--- src/rtl/dual_issue_buffer.sv ---
// dual_issue_buffer: in-order capture buffer with MIPS pairing rules, registered issue slots and queue request.
// Define DUAL_ISSUE_EN to allow two issues per cycle; when undefined at most one instruction issues.
module dual_issue_buffer #(
    parameter int BUF_DEPTH = 4,
    parameter int CP_W = 8
) (
    input  logic                          clk,
    input  logic                          rst,
    input  logic                          flush_i,
    input  logic                          ready_i,
    input  logic [1:0]                    IQ_supplyValid_i,
    input  logic [63:0]                   IQ_inst_p_i,
    input  logic [63:0]                   IQ_VAddr_p_i,
    input  logic [1:0]                    IQ_hasException_p_i,
    input  logic [9:0]                    IQ_ExcCode_p_i,
    input  logic [1:0]                    IQ_isRefill_p_i,
    input  logic [63:0]                   IQ_predDest_p_i,
    input  logic [1:0]                    IQ_predTake_p_i,
    input  logic [2*CP_W-1:0]             IQ_checkPoint_p_i,
    output logic [1:0]                    ID_upDateMode_o,
    output logic [1:0]                    ISS_valid_o,
    output logic [63:0]                   ISS_inst_p_o,
    output logic [63:0]                   ISS_VAddr_p_o,
    output logic [63:0]                   ISS_predDest_p_o,
    output logic [1:0]                    ISS_hasException_p_o,
    output logic [1:0]                    ISS_isRefill_p_o,
    output logic [1:0]                    ISS_predTake_p_o,
    output logic [9:0]                    ISS_ExcCode_p_o,
    output logic [2*CP_W-1:0]             ISS_checkPoint_p_o,
    output logic [$clog2(BUF_DEPTH):0]    buf_count_o
);
    localparam int AW = $clog2(BUF_DEPTH);
    localparam int OW = AW + 2;
    localparam logic [4:0] NOEXCCODE = 5'h1f;

    typedef struct packed {
        logic [31:0]     vaddr;
        logic [31:0]     inst;
        logic [31:0]     pdest;
        logic            ptake;
        logic [CP_W-1:0] cp;
        logic            exc;
        logic [4:0]      code;
        logic            refill;
    } entry_t;

    entry_t        r_buf [BUF_DEPTH];
    logic [AW:0]   r_head;
    logic [AW:0]   r_tail;
    logic          r_shadow;
    logic [AW:0]   w_count;
    logic [AW-1:0] w_hidx1;
    logic [AW-1:0] w_tidx1;
    logic [1:0]    w_inc;
    logic [1:0]    w_n;
    logic          w_block;
    logic          w_wait;
    logic          w_single;
    logic [OW-1:0] w_occ;
    logic [OW-1:0] w_free;
    entry_t        w_e0;
    entry_t        w_e1;
    entry_t        w_s0;
    entry_t        w_s1;

    function automatic logic f_branch(input logic [31:0] i);
        return (i[31:26] == 6'h00 && i[5:1] == 5'b00100) || i[31:26] == 6'h01 ||
               i[31:28] == 4'b0001 || i[31:27] == 5'b00001 || i[31:28] == 4'b0101;
    endfunction

    function automatic logic f_priv(input logic [31:0] i);
        return i[31:26] == 6'h10 || i[31:26] == 6'h2f || (i[31:26] == 6'h00 && i[5:1] == 5'b00110);
    endfunction

    function automatic logic f_hilo(input logic [31:0] i);
        return i[31:26] == 6'h00 && (i[5:2] == 4'b0100 || i[5:2] == 4'b0110);
    endfunction

    // Link registers are written by JAL and the REGIMM and-link branches.
    function automatic logic [4:0] f_dest(input logic [31:0] i);
        return i[31:26] == 6'h00 ? i[15:11] :
               (i[31:26] == 6'h03 || (i[31:26] == 6'h01 && i[20:17] == 4'b1000)) ? 5'd31 :
               (i[31:29] == 3'b001 || i[31:29] == 3'b100 || i[31:26] == 6'h30 ||
                (i[31:26] == 6'h10 && i[25:21] == 5'd0)) ? i[20:16] : 5'd0;
    endfunction

    function automatic logic f_raw(input logic [31:0] p, input logic [31:0] c);
        return f_dest(p) != 5'd0 && (c[25:21] == f_dest(p) || c[20:16] == f_dest(p));
    endfunction

    assign w_s0 = '{vaddr: IQ_VAddr_p_i[31:0], inst: IQ_inst_p_i[31:0], pdest: IQ_predDest_p_i[31:0],
                    ptake: IQ_predTake_p_i[0], cp: IQ_checkPoint_p_i[CP_W-1:0], exc: IQ_hasException_p_i[0],
                    code: IQ_ExcCode_p_i[4:0], refill: IQ_isRefill_p_i[0]};
    assign w_s1 = '{vaddr: IQ_VAddr_p_i[63:32], inst: IQ_inst_p_i[63:32], pdest: IQ_predDest_p_i[63:32],
                    ptake: IQ_predTake_p_i[1], cp: IQ_checkPoint_p_i[2*CP_W-1:CP_W], exc: IQ_hasException_p_i[1],
                    code: IQ_ExcCode_p_i[9:5], refill: IQ_isRefill_p_i[1]};
    assign buf_count_o = w_count;

    always_comb begin
        w_count = r_tail - r_head;
        w_hidx1 = r_head[AW-1:0] + AW'(1);
        w_tidx1 = r_tail[AW-1:0] + AW'(1);
        w_e0 = r_buf[r_head[AW-1:0]];
        w_e1 = r_buf[w_hidx1];
        w_inc = (flush_i || r_shadow) ? 2'd0 : IQ_supplyValid_i == 2'b11 ? 2'd2 :
                IQ_supplyValid_i == 2'b01 ? 2'd1 : 2'd0;
        w_block = !ready_i || w_count == 0 || flush_i || r_shadow;
        w_wait = f_branch(w_e0.inst) && !w_e0.exc && w_count < 2;
`ifdef DUAL_ISSUE_EN
        w_single = w_count < 2 || f_priv(w_e0.inst) || f_priv(w_e1.inst) || w_e0.exc || w_e1.exc ||
                   f_branch(w_e1.inst) || f_raw(w_e0.inst, w_e1.inst) ||
                   (f_hilo(w_e0.inst) && f_hilo(w_e1.inst)) || (w_e0.inst[31] && w_e1.inst[31]);
`else
        w_single = 1'b1;
`endif
        w_n = (w_block || w_wait) ? 2'd0 : w_single ? 2'd1 : 2'd2;
        w_occ = OW'(w_count) + OW'(w_inc) - OW'(w_n);
        w_free = OW'(BUF_DEPTH) - w_occ;
        ID_upDateMode_o = (!rst || flush_i || r_shadow) ? 2'b00 : w_free >= 2 ? 2'b11 :
                          w_free == 1 ? 2'b01 : 2'b00;
    end

    always_ff @(posedge clk) begin
        if (w_inc != 2'd0)
            r_buf[r_tail[AW-1:0]] <= w_s0;
        if (w_inc == 2'd2)
            r_buf[w_tidx1] <= w_s1;
    end

    // The request already reserves room for the next supply, so this can only fire on a queue bug.
    always_ff @(posedge clk) begin
        if (rst)
            assert (OW'(w_count) + OW'(w_inc) <= OW'(BUF_DEPTH));
    end

    always_ff @(posedge clk) begin
        if (!rst) begin
            r_head               <= '0;
            r_tail               <= '0;
            r_shadow             <= 1'b0;
            ISS_valid_o          <= 2'b00;
            ISS_inst_p_o         <= '0;
            ISS_VAddr_p_o        <= '0;
            ISS_predDest_p_o     <= '0;
            ISS_hasException_p_o <= '0;
            ISS_isRefill_p_o     <= '0;
            ISS_predTake_p_o     <= '0;
            ISS_ExcCode_p_o      <= {2{NOEXCCODE}};
            ISS_checkPoint_p_o   <= '0;
        end else if (flush_i) begin
            r_head      <= '0;
            r_tail      <= '0;
            r_shadow    <= 1'b1;
            ISS_valid_o <= 2'b00;
        end else begin
            r_shadow <= 1'b0;
            r_head   <= r_head + (AW+1)'(w_n);
            r_tail   <= r_tail + (AW+1)'(w_inc);
            if (ready_i) begin
                ISS_valid_o          <= {w_n == 2'd2, w_n != 2'd0};
                ISS_inst_p_o         <= {w_e1.inst, w_e0.inst};
                ISS_VAddr_p_o        <= {w_e1.vaddr, w_e0.vaddr};
                ISS_predDest_p_o     <= {w_e1.pdest, w_e0.pdest};
                ISS_hasException_p_o <= {w_e1.exc, w_e0.exc};
                ISS_isRefill_p_o     <= {w_e1.refill, w_e0.refill};
                ISS_predTake_p_o     <= {w_e1.ptake, w_e0.ptake};
                ISS_ExcCode_p_o      <= {w_e1.code, w_e0.code};
                ISS_checkPoint_p_o   <= {w_e1.cp, w_e0.cp};
            end
        end
    end
endmodule

--- config.mk ---
export PLATFORM = sky130hd
export DESIGN_NAME = dual_issue_buffer
export DESIGN_NICKNAME = d
export VERILOG_FILES = /design/src/rtl/dual_issue_buffer.sv
export SDC_FILE = /design/constraint.sdc
export NUM_CORES = 1
export LEC_CHECK = 0
export CORE_UTILIZATION = 38
export DETAILED_ROUTE_END_ITERATION = 12
export RECOVER_POWER = 50
export SYNTH_ARGS = -nofsm -noshare
export SYNTH_HDL_FRONTEND = slang
export SYNTH_SLANG_ARGS = --single-unit
--- constraint.sdc ---
create_clock -name clk -period 12.4 [get_ports clk]
set_input_delay 1.24 -clock clk [delete_from_list [all_inputs] [get_ports clk]]
set_output_delay 1.24 -clock clk [all_outputs]
set_load 0.005 [all_outputs]
# Word level (Yosys, flattened, before mapping)
# Memories as Yosys holds them, arrays and structs flattened. A register that Yosys moved wholly into a read port is not among the register bits.
# Cells that the tools add are included.
# word_totals
register_bits	233
mem_bits_rw	448
input_bits	230
wordCells	72
n_memories	1
# mem_list
memory	depth	word_bits	rd	rd_ports_with_merged_regs	wr	line	text
r_buf	4	112	2	2	2	47	entry_t r_buf [BUF_DEPTH];
# op_classes
addsub	8
magnitude_cmp	2
eq_ne	10
n_mux	13
n_bitwise	2
reduce_logical	24
# ops
cell	count
$logic_or A1 B1 Y1	11
$mux W2	5
$eq A4 B1 Y1 const B	2
$mux W1	8
$eq A6 B1 Y1 const B	1
$logic_not A6 Y1	1
$eq A5 B1 Y1 const B	1
$eq A5 B3 Y1 const B	1
$add A2 B1 Y2 const B	2
$add A3 B2 Y4	1
$eq A2 B2 Y1 const B	2
$eq A4 B3 Y1 const B	1
$ge A4 B2 Y1 const B	1
$logic_not A1 Y1	4
$reduce_bool A2 Y1	2
$sub A3 B4 Y4 const A	1
$sub A4 B1 Y4	1
$add A3 B1 Y3	1
$add A3 B2 Y3	1
$logic_and A1 B1 Y1	3
$logic_not A3 Y1	1
$lt A3 B2 Y1 const B	1
$sub A3 B3 Y3	1
$eq A1 B2 Y1 const B	1
other kinds (4)	5

# Depth between registers and ports, before layout
# Gate-level depths: netlist of run 1.
# logic_depth
word_depth	16
mapped_depth	17
mapped_depth_nobuf	16

# Worst setup path before layout of run 1
# OpenSTA, ideal clock, no wires.
# synth_path
kind	input port to flip-flop
from	input flush_i
to	memory r_buf[3][0] in the netlist's numbering, enable pin
setup_ns	0.742
arrival_ns	9.861
t_required_ns	11.658
slack_ns	1.796
cell_stages	3
path_buffers	1
path_cell_list	or3b_1 buf_2 nor3b_1
# synth_rtl
element	line	text
from (decl)	9	input logic flush_i,
to (decl)	47	

# Final worst setup path of run 1
# layout_path
from	input flush_i
to	register ISS_inst_p_o[57]
# layout_between
elab_chain_cells	2
# layout_rtl
element	line	text
$not A1 Y1 (no line)	-	
$reduce_and A2 Y1 (no line)	-	
to (signal assigned)	161	ISS_inst_p_o <= {w_e1.inst, w_e0.inst};
to (decl)	22	output logic [63:0] ISS_inst_p_o,
# No other way between the ends.
# A chain may end at the register's enable or synchronous reset.

==> results of run 1 <==
[area by class of cell]
type,count,area share
Timing Repair Buffer,493,0.1169
Antenna cell,13,0.0007881
Sequential cell,680,0.4386
Clock buffer,108,0.05586
Inverter,10,0.0009093
Clock inverter,38,0.008487
Multi-Input combinational cell,1408,0.3435
Tap cell,1155,0.03501
[per-stage QoR]
step | instances | util | instance area, um^2
floorplan | 2276 | - | 33280
global placement | 3746 | 0.4466 | 38740
detailed placement | 3746 | 0.4466 | 38740
CTS | 3892 | 0.4772 | 41400
global route | 3904 | 0.4758 | 41280
finish | 3905 | 0.4758 | 41280
[power breakdown]
group | internal, mW | total, mW | switching, mW
clock | 1.43 | 2.38 | 0.953
sequential | 2.48 | 2.52 | 0.0321
combinational | 0.235 | 0.421 | 0.186
[layer usage]
metal  vias to the layer above  track usage
li1                       9426            -
met1                     10839       0.2598
met2                       692       0.3598
met3                       140      0.04886
met4                        16      0.07131
met5                         -            0
[cells by family (layout without fill, tap and decap cells)]
family	after synthesis	count (layout)	synth area share
AO/OA/AOI/OAI	227	227	0.05094
XOR/XNOR	4	4	0.001053
other	1	14	0.0001127
buffers and inverters	188	649	0.02951
flip-flops	680	680	0.5437
adder cells (fa/ha/maj)	10	10	0.004662
AND/OR/NAND/NOR	492	492	0.05793
multiplexers	674	674	0.3121
[flip-flops by register name, summed over array words and instances (netlist names)]
signal	flops
ISS_checkPoint_p_o	16
ISS_ExcCode_p_o	10
r_shadow	1
ISS_VAddr_p_o	64
r_tail	3
ISS_isRefill_p_o	2
ISS_valid_o	1
ISS_hasException_p_o	2
ISS_inst_p_o	64
ISS_predTake_p_o	2
ISS_predDest_p_o	64
r_head	3
r_buf	448
[synth_stat cells (all sizes together), types with 2 or more instances]
| cell | n | area (um^2) |
|---|---|---|
| o21ai | 2 | 10.01 |
| dfxtp | 232 | 4644 |
| inv | 10 | 37.54 |
| a311oi | 2 | 17.52 |
| nand2b | 5 | 31.28 |
| nand3 | 14 | 70.07 |
| buf | 84 | 591.8 |
| nand2 | 449 | 1685 |
| mux2i | 3 | 30.03 |
| clkbuf | 94 | 352.8 |
| a21oi | 3 | 15.01 |
| nor2 | 7 | 26.28 |
| xnor2 | 3 | 26.28 |
| mux2 | 449 | 5356 |
| or4 | 2 | 18.77 |
| mux4 | 222 | 5000 |
| or3 | 2 | 12.51 |
| nor2b | 2 | 12.51 |
| a21boi | 213 | 1599 |
| fa | 4 | 80.08 |
| and2 | 6 | 37.54 |
| ha | 6 | 75.07 |
| edfxtp | 448 | 13450 |
[critical path, stage by stage]
cell	delay (ns)
dlygate4sd3_1	0.65
nor2b_1	2.53
clkbuf_1	2.30
buf_4	0.98
nand2_1	0.15
a21boi_0	0.19
[path summary, 6_finish.rpt]
| path | startpoint | endpoint | slack, ns | cells past startpoint |
|---|---|---|---|---|
| setup reg to reg | r_shadow$_SDFF_PN0_ | r_buf[3][41]$_DFFE_PP_ | 7.33 | 4 |
| setup / recovery | flush_i | ISS_inst_p_o[57]$_SDFFE_PN0P_ | 4.78 | 6 |
| hold reg to reg | ISS_inst_p_o[17]$_SDFFE_PN0P_ | ISS_inst_p_o[17]$_SDFFE_PN0P_ | 0.46 | 2 |
| hold / removal | ISS_inst_p_o[17]$_SDFFE_PN0P_ | ISS_inst_p_o[17]$_SDFFE_PN0P_ | 0.46 | 2 |
==> reports/results.txt, run 1 <==
hpwl dp -> 59.28 mm
Syn Std Cell Area -> 33280 um^2
global-route wire length before repair -> 139.5 mm
final worst slack -> 4.778 ns
status -> finished, violations left
multi-input logic area -> 14180 um^2
Placer Congestion -> 0.7860
Die Height -> 298.0 um
DR top layer -> met5
Setup CP Type -> in -> reg
Worst Hold Slack -> 0.4577 ns
Clock Path Buffers -> 3
Avg Inst Size Synth -> 14.62 um^2
vias in the first global route -> 21867
post-synth cell types -> 43
number of synthesized flops with an enable pin -> 448
Post-Syn Instances -> 2276
critical path peak fanout -> 77
Routed wire per std cell -> 24.30 um
failing checks -> capacitance limit, slew limit
largest net degree at the start of global routing -> 194
setup slack at placement -> 5.397 ns
#FFs+latches synth -> 680
RSZ-0062 raised after global routing -> false
total CTS buffers -> 79
Period minus WS final -> 7.622 ns
hold_buf cts -> 0
PortBufs -> 459
Seq. cell area -> 18100 um^2
DR iter-0 viols -> 1189
ratio of cells with drive above 1 in the final layout -> 0.2959
worst rel slew slack -> -1.700
final period utilization -> 0.6146
drc violations -> 0
Mapped Nets -> 2516
via count -> 21113
die area -> 88770 um^2
worst path arrival time -> 8.16 ns
initial core utilization -> 0.3837
max-slew violations -> 658
Design Power -> 5.318 mW
width of the die -> 298.0 um
CTS root buf -> clkbuf_16
drt first pass iters -> 5
LEAKAGE -> 14.32 nW
Clock Latency Late Sink -> 0.63 ns
wire length on met1 -> 38.32 mm
worst clock skew -> 0.02075 ns
worst hold path class -> reg -> reg
row count -> 108
Max Cap Viol -> 15
Core Area -> 86750 um^2
CTS clk-pin slew, worst paths -> 0.05 ns
setup_tns -> 0 ns
required time of the critical path -> 12.94 ns
Remaining Overflow, GRT -> 0
Main synth FF type -> edfxtp_1
Via density -> 5.407
final setup violation count -> 0
met2 wire length -> 47.48 mm
commonest non-fill, non-tap cells in the layout -> 449 x nand2_1, 448 x edfxtp_1, 369 x mux2_2
Final Hold Fails -> 0
antenna-violating nets left -> 0
CTS sink count -> 680
yosys warns -> 0
Final #Nets -> 2912
# fillers -> 7551
post-CTS setup buffers -> 0
area grow syn2layout -> 24.02%
IO Pins -> 461
commonest non-fill, non-tap cell in the layout -> nand2_1
GRT Total Usage -> 0.2101
Power Dens Cells -> 128.8 nW/um^2
post-cts resize count -> 0
DR WL met3 -> 6.370 mm
ys async rst share -> 0
maximum vdd drop -> 0.09800 mV
Routed WL -> 94.87 mm
fmax -> 131.2 MHz
CP startpoint kind -> primary input
Worst-Margin Slew -> 4.050 ns
Worst Setup End Kind -> flop
CTS tree -> yes
initial antenna violation count -> 20
post-synthesis sequential area ratio -> 0.5437
H-tree levels -> 3
Note: power is estimated with default switching activity, not from simulation.
==> inputs of run 2 (changes only) <==
clock period = 7.23 ns   (was 12.4 ns; I/O delays follow)
==> reports/results.txt, run 2 (synthesized netlist as in run 1, its figures left out) <==
Non-Filler Instances -> 3898 (was 3905)
post-CTS setup buffers -> 0 (unchanged)
max-slew violations -> 578 (was 658)
Routed wire per std cell -> 24.27 um (was 24.30 um)
drt first pass iters -> 5 (unchanged)
met2 wire length -> 47.92 mm (was 47.48 mm)
setup slack at placement -> 1.954 ns (was 5.397 ns)
Worst-Margin Slew -> 4.608 ns (was 4.050 ns)
wire length on met1 -> 39.03 mm (was 38.32 mm)
hpwl dp -> 57.82 mm (was 59.28 mm)
Clock Latency Late Sink -> 0.62 ns (was 0.63 ns)
global-route wire length before repair -> 141.1 mm (was 139.5 mm)
LEAKAGE -> 14.36 nW (was 14.32 nW)
Seq. cell area -> 18100 um^2 (unchanged)
Largest Register -> r_buf (unchanged)
IO Pins -> 461 (unchanged)
RSZ-0062 raised after global routing -> false (unchanged)
worst hold path depth -> 2 (unchanged)
slowest CP cell -> clkbuf_2 (was nor2b_1)
Final Hold Fails -> 0 (unchanged)
Via density -> 5.405 (was 5.407)
critical path peak fanout -> 197 (was 77)
antenna-violating nets left -> 0 (unchanged)
ratio of cells with drive above 1 in the final layout -> 0.3019 (was 0.2959)
initial antenna violation count -> 15 (was 20)
worst rel slew slack -> -2.072 (was -1.700)
total CTS buffers -> 80 (was 79)
initial core utilization -> 0.3837 (unchanged)
worst reg2reg path endpoint -> r_buf[2][70]$_DFFE_PP_ (was r_buf[3][41]$_DFFE_PP_)
Clock Path Buffers -> 3 (unchanged)
post-cts resize count -> 0 (unchanged)
r2r setup slk -> 2.19 ns (was 7.33 ns)
hold_buf cts -> 0 (unchanged)
worst hold path class -> reg -> reg (unchanged)
final setup violation count -> 0 (unchanged)
RR Startpoint -> r_tail[0]$_SDFF_PP0_ (was r_shadow$_SDFF_PN0_)
DR iter-0 viols -> 1250 (was 1189)
max incr delay on CP -> 3.30 ns (was 2.53 ns)
status -> finished, violations left (unchanged)
Worst Setup End Kind -> flop (unchanged)
Routed WL -> 94.59 mm (was 94.87 mm)
Remaining Overflow, GRT -> 0 (unchanged)
CP startpoint kind -> primary input (unchanged)
row count -> 108 (unchanged)
die area -> 88770 um^2 (unchanged)
final period utilization -> 0.8183
largest net degree at the start of global routing -> 198 (was 194)
Design Power -> 9.049 mW (was 5.318 mW)
Final #Nets -> 2909 (was 2912)
hold path startpoint -> ISS_VAddr_p_o[23]$_SDFFE_PN0P_ (was ISS_inst_p_o[17]$_SDFFE_PN0P_)
Setup CP Type -> in -> reg (unchanged)
Largest register FFs -> 448 (unchanged)
CTS clk-pin slew, worst paths -> 0.06 ns (was 0.05 ns)
required time of the critical path -> 7.77 ns (was 12.94 ns)
# fillers -> 7558 (was 7551)
failing checks -> capacitance limit, slew limit (unchanged)
commonest non-fill, non-tap cell in the layout -> nand2_1 (unchanged)
via count -> 21067 (was 21113)
WHS Endpoint -> ISS_VAddr_p_o[23]$_SDFFE_PN0P_ (was ISS_inst_p_o[17]$_SDFFE_PN0P_)
area grow syn2layout -> 24.10% (was 24.02%)
Placer Congestion -> 0.7732 (was 0.7860)
Die Height -> 298.0 um (unchanged)
Max Cap Viol -> 9 (was 15)
maximum vdd drop -> 0.1579 mV (was 0.09800 mV)
drc violations -> 0 (unchanged)
Period minus WS final -> 5.916 ns
CTS sink count -> 680 (unchanged)
setup_tns -> 0 ns (unchanged)
final worst slack -> 1.314 ns (was 4.778 ns)
CTS root buf -> clkbuf_16 (unchanged)
CTS tree -> yes (unchanged)
worst path arrival time -> 6.45 ns (was 8.16 ns)
commonest non-fill, non-tap cells in the layout -> 449 x nand2_1, 448 x edfxtp_1, 369 x mux2_2 (unchanged)
width of the die -> 298.0 um (unchanged)
GRT Total Usage -> 0.2108 (was 0.2101)
vias in the first global route -> 22128 (was 21867)
H-tree levels -> 3 (unchanged)
crit-path cells -> dlygate4sd3_1, nand2b_1, clkbuf_2, nand2_1, a21boi_0 (was dlygate4sd3_1, nor2b_1, clkbuf_1, buf_4, nand2_1, a21boi_0)
Core Area -> 86750 um^2 (unchanged)
placed cells -> 3742 (was 3746)
fmax -> 169.0 MHz
PortBufs -> 459 (unchanged)
Power Dens Cells -> 219.1 nW/um^2 (was 128.8 nW/um^2)
worst clock skew -> 0.02339 ns (was 0.02075 ns)
multi-input logic area -> 14260 um^2 (was 14180 um^2)
Register-to-Register Path Depth -> 5 (was 4)
DR top layer -> met5 (unchanged)
DR WL met3 -> 5.565 mm (was 6.370 mm)
## run 2: cell count changes in the layout (fill, tap and decap cells not counted), moves of 5 or more
cell       change
diode_2        -6
clkinv_2       -6
mux2_1        -11
clkbuf_8       +5
mux2_4        +11
clkbuf_16      -5
## run 2: worst max-delay path by stage
| stage | slack, ns | end | startpoint | cells past startpoint |
|---|---|---|---|---|
| final | 1.31 | ISS_predDest_p_o[11]$_SDFFE_PN0P_ | flush_i | 5 |
| after floorplan | -0.06 | r_buf[0][0]$_DFFE_PP_ | flush_i | 3 |
| after global routing | 0.57 | ISS_inst_p_o[50]$_SDFFE_PN0P_ | flush_i | 5 |
| after CTS | 1.26 | ID_upDateMode_o[0] | r_head[0]$_SDFF_PP0_ | 12 |
| after global placement | 1.93 | ID_upDateMode_o[0] | r_head[1]$_SDFF_PP0_ | 11 |
| after detailed placement | 1.95 | ID_upDateMode_o[0] | r_head[0]$_SDFF_PP0_ | 12 |
## run 2: area by class of cell
type                            instances  area share
Sequential cell                       680      0.4383
Multi-Input combinational cell       1408      0.3452
Timing Repair Buffer                  489      0.1170
Clock buffer                          115     0.05510
Tap cell                             1155     0.03499
Clock inverter                         34    0.008058
Inverter                               10   0.0009088
Antenna cell                            7   0.0004241
## run 2: per-layer routing
metal / vias up / GRT usage
li1: 9434 / -
met1: 10889 / 0.2623
met2: 600 / 0.3689
met3: 132 / 0.04237
met4: 12 / 0.06105
met5: - / 0
## run 2: power breakdown
group          internal (mW)  switching (mW)
sequential              4.26          0.0560
clock                   2.35            1.66
combinational          0.401           0.321
total                   7.01            2.04
## run 2: per-stage QoR
stage | cell area [um^2] | hold WS (ns) | util
2_1_floorplan | 33290 | 0.4600 | -
3_3_place_gp | 38760 | 0.4531 | 0.4468
3_5_place_dp | 38760 | 0.4552 | 0.4468
4_1_cts | 41370 | 0.4664 | 0.4769
5_1_grt | 41300 | 0.4803 | 0.4760
6_report | 41300 | 0.4590 | 0.4761
## run 2: worst max-delay path: cells and delay by family
kind,cells,cell delay [ns]
buffers and inverters,2,4.00
and+or+nand+nor,2,1.24
AOI/OAI and AO/OA,1,0.33
==> inputs of run 3 (changes only) <==
clock period = 6.1 ns   (was 7.23 ns; I/O delays follow)
==> reports/results.txt, run 3 (synthesized netlist as in run 1, its figures left out) <==
maximum vdd drop -> 0.1817 mV (was 0.1579 mV)
max-slew violations -> 547 (was 578)
Placer Congestion -> 0.8023 (was 0.7732)
cell mode on critical path -> fa_1
required time of the critical path -> 5.49 ns (was 7.77 ns)
Worst-Margin Slew -> 3.191 ns (was 4.608 ns)
post-placement cell area -> 38850 um^2 (was 38760 um^2)
Worst Setup End Kind -> output port (was flop)
total CTS buffers -> 81 (was 80)
Routed wire per std cell -> 24.43 um (was 24.27 um)
PortBufs -> 459 (unchanged)
ratio of cells with drive above 1 in the final layout -> 0.3017 (was 0.3019)
# fillers -> 7620 (was 7558)
via count -> 21204 (was 21067)
global-route wire length before repair -> 141.3 mm (was 141.1 mm)
Final #Nets -> 2912 (was 2909)
critical path peak fanout -> 23 (was 197)
Register-to-Register Path Depth -> 3 (was 5)
initial antenna violation count -> 18 (was 15)
Largest Register -> r_buf (unchanged)
H-tree levels -> 3 (unchanged)
Via density -> 5.434 (was 5.405)
Finished Cell Area -> 41390 um^2 (was 41300 um^2)
antenna-violating nets left -> 0 (unchanged)
Buf/Inv on CP -> 2 (unchanged)
hold path startpoint -> ISS_checkPoint_p_o[4]$_SDFFE_PN0P_ (was ISS_VAddr_p_o[23]$_SDFFE_PN0P_)
final period utilization -> 0.9612
CTS root buf -> clkbuf_16 (unchanged)
Final Hold Fails -> 0 (unchanged)
DR iter-0 viols -> 1248 (was 1250)
Clock Path Buffers -> 3 (unchanged)
Final Util -> 0.4771 (was 0.4761)
Core Area -> 86750 um^2 (unchanged)
Largest register FFs -> 448 (unchanged)
fmax -> 170.6 MHz
worst clock skew -> 0.02466 ns (was 0.02339 ns)
Seq. cell area -> 18100 um^2 (unchanged)
commonest non-fill, non-tap cells in the layout -> 449 x nand2_1, 448 x edfxtp_1, 369 x mux2_2 (unchanged)
vias in the first global route -> 22176 (was 22128)
RR Startpoint -> r_shadow$_SDFF_PN0_ (was r_tail[0]$_SDFF_PP0_)
CTS sink count -> 680 (unchanged)
crit-path cells -> mux4_2, or4_1, o211ai_1, a21o_1, fa_1, inv_1, ha_1, fa_1, nor2_1, a311oi_1, clkdlybuf4s50_1 (was dlygate4sd3_1, nand2b_1, clkbuf_2, nand2_1, a21boi_0)
die area -> 88770 um^2 (unchanged)
CTS tree -> yes (unchanged)
Clock Latency Late Sink -> 0.63 ns (was 0.62 ns)
dominant delay contributor by cell family on the critical path -> compound AO/OA/AOI/OAI gates (was buffers and inverters)
Routed WL -> 95.32 mm (was 94.59 mm)
LEAKAGE -> 14.42 nW (was 14.36 nW)
worst path arrival time -> 5.25 ns (was 6.45 ns)
Power Dens Cells -> 259.5 nW/um^2 (was 219.1 nW/um^2)
Crit. path cell count -> 11 (was 5)
drt first pass iters -> 5 (unchanged)
hpwl dp -> 58.34 mm (was 57.82 mm)
Worst Hold Slack -> 0.4608 ns (was 0.4590 ns)
slowest CP cell -> dfxtp_4 (was clkbuf_2)
worst reg2reg path endpoint -> r_buf[1][9]$_DFFE_PP_ (was r_buf[2][70]$_DFFE_PP_)
status -> finished, violations left (unchanged)
worst hold path depth -> 2 (unchanged)
width of the die -> 298.0 um (unchanged)
final setup violation count -> 0 (unchanged)
Max Cap Viol -> 11 (was 9)
Die Height -> 298.0 um (unchanged)
CP startpoint kind -> flop (was primary input)
GRT Total Usage -> 0.2111 (was 0.2108)
r2r setup slk -> 2.02 ns (was 2.19 ns)
initial core utilization -> 0.3837 (unchanged)
IO Pins -> 461 (unchanged)
Remaining Overflow, GRT -> 0 (unchanged)
Setup CP Type -> reg -> out (was in -> reg)
commonest non-fill, non-tap cell in the layout -> nand2_1 (unchanged)
Design Power -> 10.74 mW (was 9.049 mW)
RSZ-0062 raised after global routing -> false (unchanged)
worst hold path class -> reg -> reg (unchanged)
area grow syn2layout -> 24.36% (was 24.10%)
failing checks -> capacitance limit, slew limit (unchanged)
CTS clk-pin slew, worst paths -> 0.06 ns (about the same)
max incr delay on CP -> 0.69 ns (was 3.30 ns)
drc violations -> 0 (unchanged)
multi-input logic area -> 14240 um^2 (was 14260 um^2)
WHS Endpoint -> ISS_checkPoint_p_o[4]$_SDFFE_PN0P_ (was ISS_VAddr_p_o[23]$_SDFFE_PN0P_)
largest net degree at the start of global routing -> 226 (was 198)
Period minus WS final -> 5.863 ns
row count -> 108 (unchanged)
worst rel slew slack -> -1.127 (was -2.072)
[run 3: changes by cell type in the layout (fill, tap and decap cells not counted), moves of 2 or more]
cell        previous run  this run
buf_4                 19        14
clkinv_1               5         3
bufinv_16              4         2
clkbuf_2               2         4
clkinv_8               1         3
buf_12                 3         8
clkbuf_1              29        34
clkbuf_16             82        84
clkinvlp_4             5         2
inv_6                  3         1
clkbuf_8              10        15
[run 3: timing repair]
item                                    CTS  global route
hold buffers                              0             0
endpoints found under the setup margin    0             1
buffers inserted                          0             0
gates resized for setup                   0             1
[run 3: worst min-delay path, cell delays in order (launching register included)]
cell,delay (ns)
dfxtp_1,0.30
nand2_1,0.04
a21boi_0,0.06
[run 3: per-stage QoR]
stage               setup slack, ns  cells  TNS [ns]
finish                       0.2369   3902         0
global route                0.04402   3900         0
CTS                          0.1171   3896         0
detailed placement           0.7951   3744         0
global placement             0.7837   3744         0
floorplan                    -1.080   2276   -241.90
[run 3: power by group]
part | internal [mW] | total (mW) | switching, mW
combinational | 0.477 | 0.856 | 0.378
sequential | 5.05 | 5.12 | 0.0663
clock | 2.82 | 4.77 | 1.95
[run 3: metal layers]
metal,vias to the layer above,track usage,wire length (um)
met5,-,0,154
met4,24,0.06020,2562
met3,176,0.04828,5430
met2,617,0.3659,47860
met1,10967,0.2620,39310
li1,9420,-,-
[run 3: final cells by class]
type | count | share of cell area
flip-flops and latches | 680 | 0.4374
multi-input cells | 1408 | 0.3441
repair buffers | 491 | 0.1185
clock buffers | 127 | 0.05831
well taps | 1155 | 0.03491
clock inverters | 25 | 0.005532
inverters | 10 | 0.0009068
diodes | 6 | 0.0003627
[run 3: worst max-delay path by stage]
stage	from	to
finish	r_head[1]$_SDFF_PP0_	ID_upDateMode_o[0]
global route	r_head[1]$_SDFF_PP0_	ID_upDateMode_o[0]
CTS	r_head[1]$_SDFF_PP0_	ID_upDateMode_o[0]
detailed placement	r_head[1]$_SDFF_PP0_	ID_upDateMode_o[0]
global placement	r_head[1]$_SDFF_PP0_	ID_upDateMode_o[0]
floorplan	flush_i	r_buf[0][0]$_DFFE_PP_
